### src/rtl/arc4_pkg.sv
// Shared ARC4 definitions used by both the key-scheduling (ksa) and the
// pseudo-random generation (prga) stages.
package arc4_pkg;

    localparam int BYTE_W     = 8;
    localparam int SBOX_DEPTH = 256;

    typedef logic [BYTE_W-1:0] byte_t;

    typedef enum logic [3:0] {
        PRGA_IDLE   = 4'd0,
        PRGA_LEN    = 4'd1,
        PRGA_LATCH  = 4'd2,
        PRGA_RD_I   = 4'd3,
        PRGA_RD_J   = 4'd4,
        PRGA_WR_I   = 4'd5,
        PRGA_WR_J   = 4'd6,
        PRGA_RD_PAD = 4'd7,
        PRGA_WR_PT  = 4'd8
    } prga_state_t;

endpackage

### src/rtl/prga.sv
// ARC4 keystream generator and decryptor: swaps S[i]/S[j] per byte and XORs
// the pad S[S[i]+S[j]] into a length-prefixed ciphertext message.
module prga
    import arc4_pkg::*;
(
    input  logic  clk,
    input  logic  rst,
    input  logic  en,
    output logic  rdy,
    output byte_t s_addr,
    input  byte_t s_rddata,
    output byte_t s_wrdata,
    output logic  s_wren,
    output byte_t ct_addr,
    input  byte_t ct_rddata,
    output byte_t pt_addr,
    output byte_t pt_wrdata,
    output logic  pt_wren
);

    prga_state_t state;
    prga_state_t state_nxt;

    byte_t i;
    byte_t j;
    byte_t k;
    byte_t len;
    byte_t s_i;
    byte_t s_j;
    byte_t ct_b;

    // Datapath registers load in the state whose read data they capture;
    // memory reads have one cycle of latency, so each capture lags its address.
    always_ff @(posedge clk) begin
        if (rst) begin
            state <= PRGA_IDLE;
            i     <= '0;
            j     <= '0;
            k     <= '0;
            len   <= '0;
            s_i   <= '0;
            s_j   <= '0;
            ct_b  <= '0;
        end else begin
            state <= state_nxt;
            case (state)
                PRGA_IDLE: begin
                    if (en) begin
                        i <= '0;
                        j <= '0;
                        k <= 8'd1;
                    end
                end
                PRGA_LATCH: begin
                    len <= ct_rddata;
                    i   <= 8'd1;
                end
                PRGA_RD_J: begin
                    s_i <= s_rddata;
                    j   <= j + s_rddata;
                end
                PRGA_WR_I: begin
                    s_j <= s_rddata;
                end
                PRGA_WR_J: begin
                    ct_b <= ct_rddata;
                end
                PRGA_WR_PT: begin
                    i <= i + 8'd1;
                    // Holding k at the last index keeps it from wrapping onto PT[0].
                    if (k != len) begin
                        k <= k + 8'd1;
                    end
                end
                default: begin
                end
            endcase
        end
    end

    always_comb begin
        state_nxt = state;
        rdy       = 1'b0;
        s_addr    = '0;
        s_wrdata  = '0;
        s_wren    = 1'b0;
        ct_addr   = '0;
        pt_addr   = '0;
        pt_wrdata = '0;
        pt_wren   = 1'b0;

        case (state)
            PRGA_IDLE: begin
                rdy = 1'b1;
                if (en) begin
                    state_nxt = PRGA_LEN;
                end
            end
            PRGA_LEN: begin
                ct_addr   = '0;
                state_nxt = PRGA_LATCH;
            end
            PRGA_LATCH: begin
                pt_addr   = '0;
                pt_wrdata = ct_rddata;
                pt_wren   = 1'b1;
                state_nxt = (ct_rddata == '0) ? PRGA_IDLE : PRGA_RD_I;
            end
            PRGA_RD_I: begin
                s_addr    = i;
                state_nxt = PRGA_RD_J;
            end
            PRGA_RD_J: begin
                s_addr    = j + s_rddata;
                state_nxt = PRGA_WR_I;
            end
            PRGA_WR_I: begin
                s_addr    = i;
                s_wrdata  = s_rddata;
                s_wren    = 1'b1;
                ct_addr   = k;
                state_nxt = PRGA_WR_J;
            end
            PRGA_WR_J: begin
                s_addr    = j;
                s_wrdata  = s_i;
                s_wren    = 1'b1;
                state_nxt = PRGA_RD_PAD;
            end
            // Issued after the WR_J edge, so the pad lookup sees the swapped S-box.
            PRGA_RD_PAD: begin
                s_addr    = s_i + s_j;
                state_nxt = PRGA_WR_PT;
            end
            PRGA_WR_PT: begin
                pt_addr   = k;
                pt_wrdata = s_rddata ^ ct_b;
                pt_wren   = 1'b1;
                state_nxt = (k == len) ? PRGA_IDLE : PRGA_RD_I;
            end
            default: begin
                state_nxt = PRGA_IDLE;
            end
        endcase
    end

endmodule
### config.mk
export PLATFORM = sky130hd
export DESIGN_NAME = prga
export DESIGN_NICKNAME = d
export VERILOG_FILES = /design/src/rtl/arc4_pkg.sv /design/src/rtl/prga.sv
export SDC_FILE = /design/constraint.sdc
export NUM_CORES = 1
export LEC_CHECK = 0
export BUFFER_PORTS_ARGS = -buffer_cell sky130_fd_sc_hd__buf_2
export CAP_MARGIN = 20
export CELL_PAD_IN_SITES_DETAIL_PLACEMENT = 1
export CELL_PAD_IN_SITES_GLOBAL_PLACEMENT = 1
export CORE_MARGIN = 8
export CORE_UTILIZATION = 37
export DETAILED_ROUTE_END_ITERATION = 12
export GPL_ROUTABILITY_DRIVEN = 0
export PLACE_DENSITY_LB_ADDON = 0.25
export SYNTH_ARGS = -nofsm -noshare
export SYNTH_HDL_FRONTEND = slang
export SYNTH_SLANG_ARGS = --single-unit
### constraint.sdc
create_clock -name clk -period 1.7 [get_ports clk]
set_input_delay 0 -clock clk [delete_from_list [all_inputs] [get_ports clk]]
set_output_delay 0 -clock clk [all_outputs]
set_load 0.05 [all_outputs]
==> impl_metrics.yaml, run 1 <==
outcome:
  status: "complete, but fails checks"
  violations: "negative setup slack"
floorplan:
  start_util_pct: 37.3
  die_area_um2: 13000
  core_area_um2: 9550
  top_level_ports: 62
  fp.dieW_um: 114
  std_cell_rows: 36
  die_h_um: 114
power:
  p_leak_nw: 2.91
  irDropWorstVdd_mv: 0.492
  power.density_nw_per_um2: 644
route:
  wl_per_cell_um: 30.4
  wirelength_um: 23600
  drt_iter0_markers: 369
  dr.pass1.iters: 5
  drcViolationCount: 0
  num_vias: 4721
  antenna_left: 0
  viasPerCell: 6.10
sta:
  hold_viol: 0
  fin_skew_ns: 0.0306
  max_freq_mhz: 389
  fin_crit_ns: 2.57
  relSlewSlack_pct: 47.4
  setup_viol: 67
  rsz0062_at_grt: "yes"
  tns_ns: -15.93
  fin_crit_sh_pct: 151
  setup_ws_ns: -0.870
  worstMarginPinSlew_ns: 0.784
  slew_violations: 0
  whs_ns: 0.0560
synthesis:
  ys_async_sr_fraction_pct: 0
  netlist.top_cell.by_area: "dfxtp_1"
  synth_cell_types: 53
  synth_common_cells: "110 x nand2_1, 60 x dfxtp_1, 51 x a21oi_1"
  ys_top_cells_by_area: "dfxtp_1 34%, nand2_1 12%, a21oi_1 7.2%"
  synth_edf_count: 0
  synthesis.nets: 494
  synthCells: 457
  yosys_most_used_dff: "dfxtp_1"
  synth_area_um2: 3570
  synth_top_cell_area_share_pct: 33.7
  synth_seq_cells: 60
  yosysWarnings: 0
  yosysMostFrequentCell: "nand2_1"
  synth.avg_cell_area_um2: 7.80
  ys_seq_area_share_pct: 33.7
placement:
  port_buffers: 61
  hpwl_um: 9710
  dp_slack_ns: -0.322
critical_path:
  worst_setup_path_end_kind: "primary output"
  required_ns: 1.70
  startpoint_type: "register"
  path_max_fanout: 2
  critical_path_class: "register to primary output"
  cp.arrival_ns: 2.57
global_route:
  grt_max_degree: 25
  grt-ovfl-total: 0
  grtUsageTotal_pct: 28.5
  antenna_found_initial: 0
  grt_pass1_vias: 4939
  grt_pass1_wl_um: 28100
clock_tree:
  clk_path_buf_depth: 2
  cts_htree_levels: 3
  cts_tree: "yes"
  cts.clk_slew.worst_paths_ns: 0.09
  clk_latency_ns: 0.40
  root_buffer: "clkbuf_8"
  cts_sinks: 60
  cts_buffers: 9
run:
  maxCapViolations: 0
final_layout:
  final_nets: 673
  syn2layout_area_growth_pct: 87.4
  nFillCells: 1017
  drive_above_1_share_pct: 57.7
  post-route-util_pct: 70.0
  multi_input_area_um2: 3110
  n_antenna_cell: 0
  regArea_um2: 1240
worst_hold_path:
  min_path_type: "input pin to register"
final cells by class:
class,count,share of cell area (%)
tap,133,2.49
inverter,8,0.449
clock inverter,7,1.46
multi-input combinational,368,46.5
sequential,60,18.5
timing repair buffer,189,28.7
clock buffer,9,1.85
placed cells by master (no fill, tap or decap), types with 4 or more instances in the layout:
cell type / n
buf_6: 47
nor2_1: 23
buf_2: 18
clkbuf_8: 9
dlygate4sd3_1: 10
nand3_2: 5
a21oi_1: 39
nand2_4: 20
ha_1: 9
nor3_1: 4
ha_4: 7
buf_4: 75
nand2_1: 71
inv_1: 7
xor2_2: 6
and2_4: 18
xnor2_2: 6
o21ai_4: 4
nand4_1: 6
xnor2_1: 11
nor3_4: 4
nand2b_4: 4
nor2_4: 5
o21ai_2: 7
xor2_1: 17
dfxtp_1: 36
a21o_1: 4
o21a_1: 4
nand2_2: 16
a21oi_4: 4
buf_8: 29
a21oi_2: 10
buf_12: 10
dfxtp_2: 21
worst paths after layout:
path / startpoint / end / slack [ns] / cells after the start
setup / recovery: s_j[0] / s_addr[5] / -0.87 / 8
hold / removal: s_rddata[2] / s_i[2] / 0.06 / 4
setup reg to reg: j[4] / j[7] / -0.29 / 7
hold reg to reg: ct_b[4] / ct_b[4] / 0.49 / 2
report_power, final:
| part | switching, mW | internal [mW] |
|---|---|---|
| Sequential | 0.0522 | 1.44 |
| Combinational | 0.695 | 0.490 |
| Clock | 0.786 | 0.834 |
registers in the layout, summed over array words and instances, names as in the netlist:
name   cells
ct_b       8
i          8
j          8
k          8
len        8
s_i        8
s_j        8
state      4
metrics by stage:
step / instance area [um^2] / power, mW / instances
after floorplan: 3690 / 1.92 / 457
after global placement: 4560 / 2.16 / 694
after detailed placement: 4560 / 2.18 / 694
after CTS: 6020 / 3.89 / 752
after global routing: 6680 / 4.37 / 774
final: 6680 / 4.30 / 774
logic make-up (layout without fill, tap and decap cells):
family,Yosys count,in the layout,share of synthesized area [%]
buf+inv,29,213,3.82
fa+ha+maj,18,18,6.74
flops,60,60,33.7
simple gates,213,213,28.5
xor+xnor,40,40,9.82
compound gates,95,95,16.8
mux,2,2,0.596
critical path, cell delays in order (launching register included):
cell	delay (ns)
dfxtp_2	0.35
ha_4	0.17
buf_6	0.11
a21o_1	0.21
a221oi_4	0.37
xnor2_2	0.11
a222oi_1	0.46
nand2_2	0.19
buf_6	0.20
timing repair:
action / CTS / global route
resized for setup: 243 / 129
hold buffers: 10 / 0
pin swaps: 56 / 62
hold endpoints to repair: 19 / 0
cloned: 3 / 0
endpoints found under the setup margin: 56 / 70
buffers inserted: 32 / 32
routing by layer:
layer,routed length (um),GRT usage (%),part of all wire [%],up-vias
met5,0,0,0,-
met4,2210,19.6,9.4,0
met3,1500,5.70,6.4,175
met2,11800,52.1,50,311
met1,8050,28.7,34,2317
li1,-,-,-,1918
Power figures use the tool's default switching activity.
==> run 2: changes to the inputs <==
--- a/config.mk
+++ b/config.mk
@@ -5,12 +5,13 @@
 export SDC_FILE = /design/constraint.sdc
 export NUM_CORES = 1
 export LEC_CHECK = 0
+export ABC_AREA = 1
 export BUFFER_PORTS_ARGS = -buffer_cell sky130_fd_sc_hd__buf_2
 export CAP_MARGIN = 20
 export CELL_PAD_IN_SITES_DETAIL_PLACEMENT = 1
 export CELL_PAD_IN_SITES_GLOBAL_PLACEMENT = 1
 export CORE_MARGIN = 8
-export CORE_UTILIZATION = 37
+export CORE_UTILIZATION = 36
 export DETAILED_ROUTE_END_ITERATION = 12
 export GPL_ROUTABILITY_DRIVEN = 0
 export PLACE_DENSITY_LB_ADDON = 0.25
==> run 2 against run 1 <==
Against the previous run: the flow still finishes with violations (negative setup slack); non-clock buffer count fell by 61; synthesized cell count rose by 21%; sequential cell count unchanged; hold slack lost 0.031 ns; wire length decreased by 33%; register-to-register slack better by 0.21 ns; combinational power up 72%; total power is 22% higher; count of clock-buffer cells in the layout increased by 3; core utilization is 14 points lower; fmax rose by 24%; critical endpoint is now s_addr[6].
==> impl_metrics.yaml, run 2 <==
clock_tree:
  cts.clk_slew.worst_paths_ns: 0.07
  cts_tree: "yes"
  cts_sinks: 60
  clk_path_buf_depth: 2
  root_buffer: "clkbuf_8"
  clk_latency_ns: 0.35
  cts_buffers: 9
  cts_htree_levels: 3
route:
  num_vias: 4314
  viasPerCell: 5.30
  wirelength_um: 15800
  drt_iter0_markers: 203
  dr.pass1.iters: 5
  antenna_left: 0
  drcViolationCount: 0
  wl_per_cell_um: 19.4
critical_path:
  crit_slowest_cell: "fa_2"
  regToRegSetupSlack_ns: -0.08
  required_ns: 1.70
  critical_path_class: "register to primary output"
  crit_path_max_incr_delay_ns: 0.39
  worst_setup_path_end_kind: "primary output"
  path_cells: "ha_4 -> fa_2 -> buf_6 -> nand4_1 -> nand3_1 -> nand2_1 -> nand3_2 -> nand4_1 -> buf_6"
  path_max_fanout: 3
  cp.arrival_ns: 2.07
  startpoint_type: "register"
power:
  clkPwrFrac_pct: 28.4
  p_leak_nw: 2.39
  irDropWorstVdd_mv: 0.738
  comb_power_share_pct: 39.2
  power.density_nw_per_um2: 924
  switching_share_pct: 40.3
  internal_power_mw: 3.12
  pwr-share-seq_pct: 32.3
  netSwitchingPower_mw: 2.11
final_layout:
  syn2layout_area_growth_pct: 53.3
  nFillCells: 1271
  final_common_cell: "nand2_1"
  drive_above_1_share_pct: 38.2
  final_nets: 710
  n_antenna_cell: 0
  final_area_um2: 5660
  final_cells: 814
  final_cell_mix: "126 x nand2_1, 64 x nor2_1, 45 x dfxtp_1, 42 x buf_4, 39 x inv_1"
global_route:
  grt_pass1_wl_um: 23700
  grt_pass1_vias: 4554
  grtUsageTotal_pct: 22.4
  grt-ovfl-total: 0
  grt_max_degree: 24
  antenna_found_initial: 0
sta:
  slew_violations: 0
  hold_viol: 0
  fin_skew_ns: 0.0107
  tns_ns: -1.79
  fin_crit_ns: 2.07
  setup_ws_ns: -0.365
  setup_viol: 10
  relSlewSlack_pct: 76.4
  rsz0062_at_grt: "yes"
  fin_crit_sh_pct: 121
  worstMarginPinSlew_ns: 0.355
  max_freq_mhz: 484
worst_hold_path:
  min_path_type: "input pin to register"
synthesis:
  synth.avg_cell_area_um2: 6.69
  ys_seq_area_share_pct: 32.6
  yosysMostFrequentCell: "nand2_1"
  synth_cell_types: 42
  yosys_most_used_dff: "dfxtp_1"
  synth_seq_cells: 60
  netlist.top_cell.by_area: "dfxtp_1"
  synthesis.nets: 588
  ys_async_sr_fraction_pct: 0
  synth_common_cells: "149 x nand2_1, 74 x nor2_1, 60 x dfxtp_1"
  ys_top_cells_by_area: "dfxtp_1 33%, nand2_1 15%, nor2_1 7.5%"
  synth_top_cell_area_share_pct: 32.6
  synth_edf_count: 0
  synth_area_um2: 3690
  yosysWarnings: 0
  synthCells: 551
floorplan:
  fp.dieW_um: 117
  top_level_ports: 62
  std_cell_rows: 37
  die_h_um: 117
  start_util_pct: 36.4
  core_area_um2: 10100
  die_area_um2: 13700
outcome:
  status: "complete, but fails checks"
  violations: "negative setup slack"
placement:
  port_buffers: 61
  place_inst: 763
  placed_cell_area_um2: 4350
  hpwl_um: 10200
run:
  maxCapViolations: 0
-- run 2: changes by cell type after synthesis, sizes merged, moves of 6 or more --
| cell | before | now |
|---|---|---|
| o21ai | 13 | 32 |
| inv | 8 | 53 |
| nand4 | 6 | 14 |
| a21oi | 53 | 47 |
| nor4 | 6 | 0 |
| nor2 | 30 | 81 |
| nand3 | 8 | 31 |
| and2 | 20 | 1 |
| nand2 | 110 | 151 |
| nor3 | 11 | 4 |
| xor2 | 23 | 6 |
-- run 2: cells by family after synthesis --
kind of cell	count (synthesis)	synth area share [%]
and+or+nand+nor	289	34.1
buffers and inverters	70	8.01
adders and majority gates	18	6.51
DFF	60	32.6
AOI/OAI and AO/OA	95	14.3
xor gates and xnor gates	19	4.51
-- run 2: final timing paths --
check,start,endpoint,cells past startpoint
worst max-delay path,j[0],s_addr[6],9
worst min-delay path,rst,k[1],2
worst max register to register,j[0],j[4],8
worst min register to register,len[2],len[2],2
-- run 2: power groups by stage --
stage | clock network (mW) | logic, mW | registers (mW)
final | 1.49 | 2.05 | 1.69
after global routing | 1.56 | 2.20 | 1.71
after CTS | 1.48 | 1.86 | 1.68
after detailed placement | 0 | 1.62 | 1.68
after global placement | 0 | 1.57 | 1.68
after floorplan | 0 | 1.15 | 1.65
-- run 2: per-layer routing --
| layer | up-vias | GRT usage (%) | wire length, um |
|---|---|---|---|
| met5 | - | 0 | 0 |
| met2 | 132 | 40.2 | 8130 |
| met1 | 2123 | 25.6 | 6440 |
| met3 | 22 | 4.31 | 880 |
| met4 | 0 | 8.36 | 337 |
| li1 | 2037 | - | - |
-- run 2: repair_timing --
item	CTS	global route
cloned	1	0
hold buffers	9	0
resized for setup	117	112
pin swaps	22	35
endpoints found under the hold margin	15	0
setup endpoints to repair	34	45
setup buffers	20	16
-- run 2: stage by stage --
| step | worst slack [ns] | utilization [%] | total power [mW] | hold slack [ns] |
|---|---|---|---|---|
| 2_1_floorplan | -0.221 | - | 2.80 | 0.135 |
| 3_3_place_gp | -0.0871 | 42.9 | 3.25 | 0.263 |
| 3_5_place_dp | -0.131 | 42.9 | 3.30 | 0.272 |
| 4_1_cts | -0.385 | 52.1 | 5.02 | 0.0127 |
| 5_1_grt | -0.425 | 55.8 | 5.47 | 0.0265 |
| 6_report | -0.365 | 55.8 | 5.23 | 0.0250 |
-- run 2: cell type report --
cell class / count / area (um^2) / share of cell area, %
Multi-Input combinational cell: 421 / 2660 / 47.0
Sequential cell: 60 / 1220 / 21.7
Timing Repair Buffer: 128 / 1180 / 20.8
Inverter: 53 / 208 / 3.67
Tap cell: 136 / 170 / 3.01
Clock buffer: 12 / 145 / 2.57
Clock inverter: 4 / 72.6 / 1.28
-- run 2: critical path, delay by kind of cell, from the launching register on --
| kind | cells | cell delay, ns |
|---|---|---|
| adder cells (fa/ha/maj) | 2 | 0.55 |
| flip-flops | 1 | 0.34 |
| buffers and inverters | 2 | 0.31 |
| AND/OR/NAND/NOR | 5 | 0.53 |
==> run 3: changes to the inputs <==
--- a/config.mk
+++ b/config.mk
@@ -10,6 +10,7 @@
 export CAP_MARGIN = 20
 export CELL_PAD_IN_SITES_DETAIL_PLACEMENT = 1
 export CELL_PAD_IN_SITES_GLOBAL_PLACEMENT = 1
+export CORE_ASPECT_RATIO = 1.25
 export CORE_MARGIN = 8
 export CORE_UTILIZATION = 36
 export DETAILED_ROUTE_END_ITERATION = 12
==> run 3 against run 2 <==
Against the previous run: clock skew fell by 0.00099 ns; combinational power barely moved; register-to-register slack got worse by 0.15 ns; the flow still finishes with violations (negative setup slack); global-route usage rose by 0.85 points; via count rose by 2.4%; fmax rose by 0.34%; count of clock-buffer cells in the layout fell by 3; cell count fell by 0.61%; core utilization fell by 0.21 points; final area fell by 1.2%; critical path type unchanged; highest routed layer unchanged.
==> impl_metrics.yaml, run 3 (same netlist as run 2, synthesis figures left out) <==
outcome:
  status: "complete, but fails checks"
  violations: "negative setup slack"
clock_tree:
  cts.clk_slew.worst_paths_ns: 0.06
  cts_buffers: 9
  clk_path_buf_depth: 2
  root_buffer: "clkbuf_16"
  cts_htree_levels: 3
  cts_tree: "yes"
  cts_sinks: 60
  clk_latency_ns: 0.34
critical_path:
  regToRegSetupSlack_ns: -0.23
  rr_startpoint: "j[0]"
  crit_path_start: "j[0]"
  path_max_fanout: 2
  worst_r2r_path_depth: 9
  critical_path_class: "register to primary output"
  startpoint_type: "register"
  cp.arrival_ns: 2.06
  r2r_end: "j[4]"
  worst_setup_path_end_kind: "primary output"
  required_ns: 1.70
sta:
  setup_ws_ns: -0.358
  hold_viol: 0
  fin_crit_sh_pct: 121
  setup_viol: 12
  whs_ns: 0.0257
  max_freq_mhz: 486
  relSlewSlack_pct: 66.6
  slew_violations: 0
  tns_ns: -2.05
  fin_skew_ns: 0.00974
  rsz0062_at_grt: "yes"
  worstMarginPinSlew_ns: 0.502
  fin_crit_ns: 2.06
floorplan:
  start_util_pct: 36.7
  fp.dieW_um: 107
  die_area_um2: 13800
  top_level_ports: 62
  core_area_um2: 10100
  die_h_um: 129
  std_cell_rows: 41
final_layout:
  final_area_um2: 5590
  drive_above_1_share_pct: 34.9
  final_nets: 712
  post-route-util_pct: 55.6
  n_antenna_cell: 0
  final_common_cell: "nand2_1"
  syn2layout_area_growth_pct: 51.5
  final_cells: 809
  final_cell_mix: "135 x nand2_1, 73 x nor2_1, 49 x buf_4, 48 x dfxtp_1, 40 x a21oi_1"
placement:
  port_buffers: 61
  placed_cell_area_um2: 4350
  place_inst: 757
  hpwl_um: 9900
  dp_slack_ns: -0.0986
power:
  p_leak_nw: 2.48
  irDropWorstVdd_mv: 0.520
  power.density_nw_per_um2: 1090
  fin_total_pwr_mw: 6.08
run:
  maxCapViolations: 0
global_route:
  grt_pass1_vias: 4730
  grtUsageTotal_pct: 23.2
  antenna_found_initial: 0
  grt-ovfl-total: 0
  grt_max_degree: 39
  grt_pass1_wl_um: 24700
route:
  wirelength_um: 16700
  dr.pass1.iters: 4
  wl_per_cell_um: 20.6
  num_vias: 4418
  drcViolationCount: 0
  viasPerCell: 5.46
  drt_iter0_markers: 242
  antenna_left: 0
worst_hold_path:
  min_to: "s_i[3]"
  hold-path-cell-count: 3
  hp-start: "s_rddata[3]"
  min_path_type: "input pin to register"
[run 3: per-layer routing]
| layer | GRT usage [%] | share of wire [%] |
|---|---|---|
| met2 | 43.8 | 54 |
| met1 | 23.2 | 37 |
| met5 | 0 | 0 |
| met3 | 4.57 | 4.4 |
| met4 | 13.3 | 4.8 |
[run 3: critical path, stage by stage (launching register included)]
cell and delay, ns:
dfxtp_2 0.35, ha_4 0.16, fa_2 0.37, a31o_4 0.24
or2_4 0.24, nand2_4 0.06, o211ai_1 0.08, buf_4 0.20
[run 3: worst max path at each step]
stage	endpoint	cells past startpoint
floorplan	pt_wrdata[0]	4
global placement	s_addr[4]	7
detailed placement	s_addr[4]	7
CTS	s_addr[4]	7
global route	s_addr[6]	10
finish	s_addr[4]	7
[run 3: what timing repair did]
action                                  4_1_cts  5_1_grt
pin swaps                                    32       25
hold buffers                                  8        0
resized for setup                           112       56
endpoints found under the setup margin       27       31
hold endpoints to repair                     14        0
setup buffers                                26       10
[run 3: cell type report]
| cell class | instances | area [um^2] |
|---|---|---|
| inverters | 53 | 210 |
| flip-flops and latches | 60 | 1230 |
| clock buffers | 9 | 225 |
| repair buffers | 130 | 1070 |
| clock inverters | 7 | 139 |
| multi-input cells | 421 | 2550 |
| fillers | 1273 | 4470 |
| well taps | 129 | 161 |
[run 3: where the power goes]
group | switching, mW | internal, mW | leakage, nW
logic | 1.35 | 0.737 | 1.80
clock network | 0.732 | 1.58 | 0.179
registers | 0.145 | 1.54 | 0.492
total | 2.22 | 3.86 | 2.48
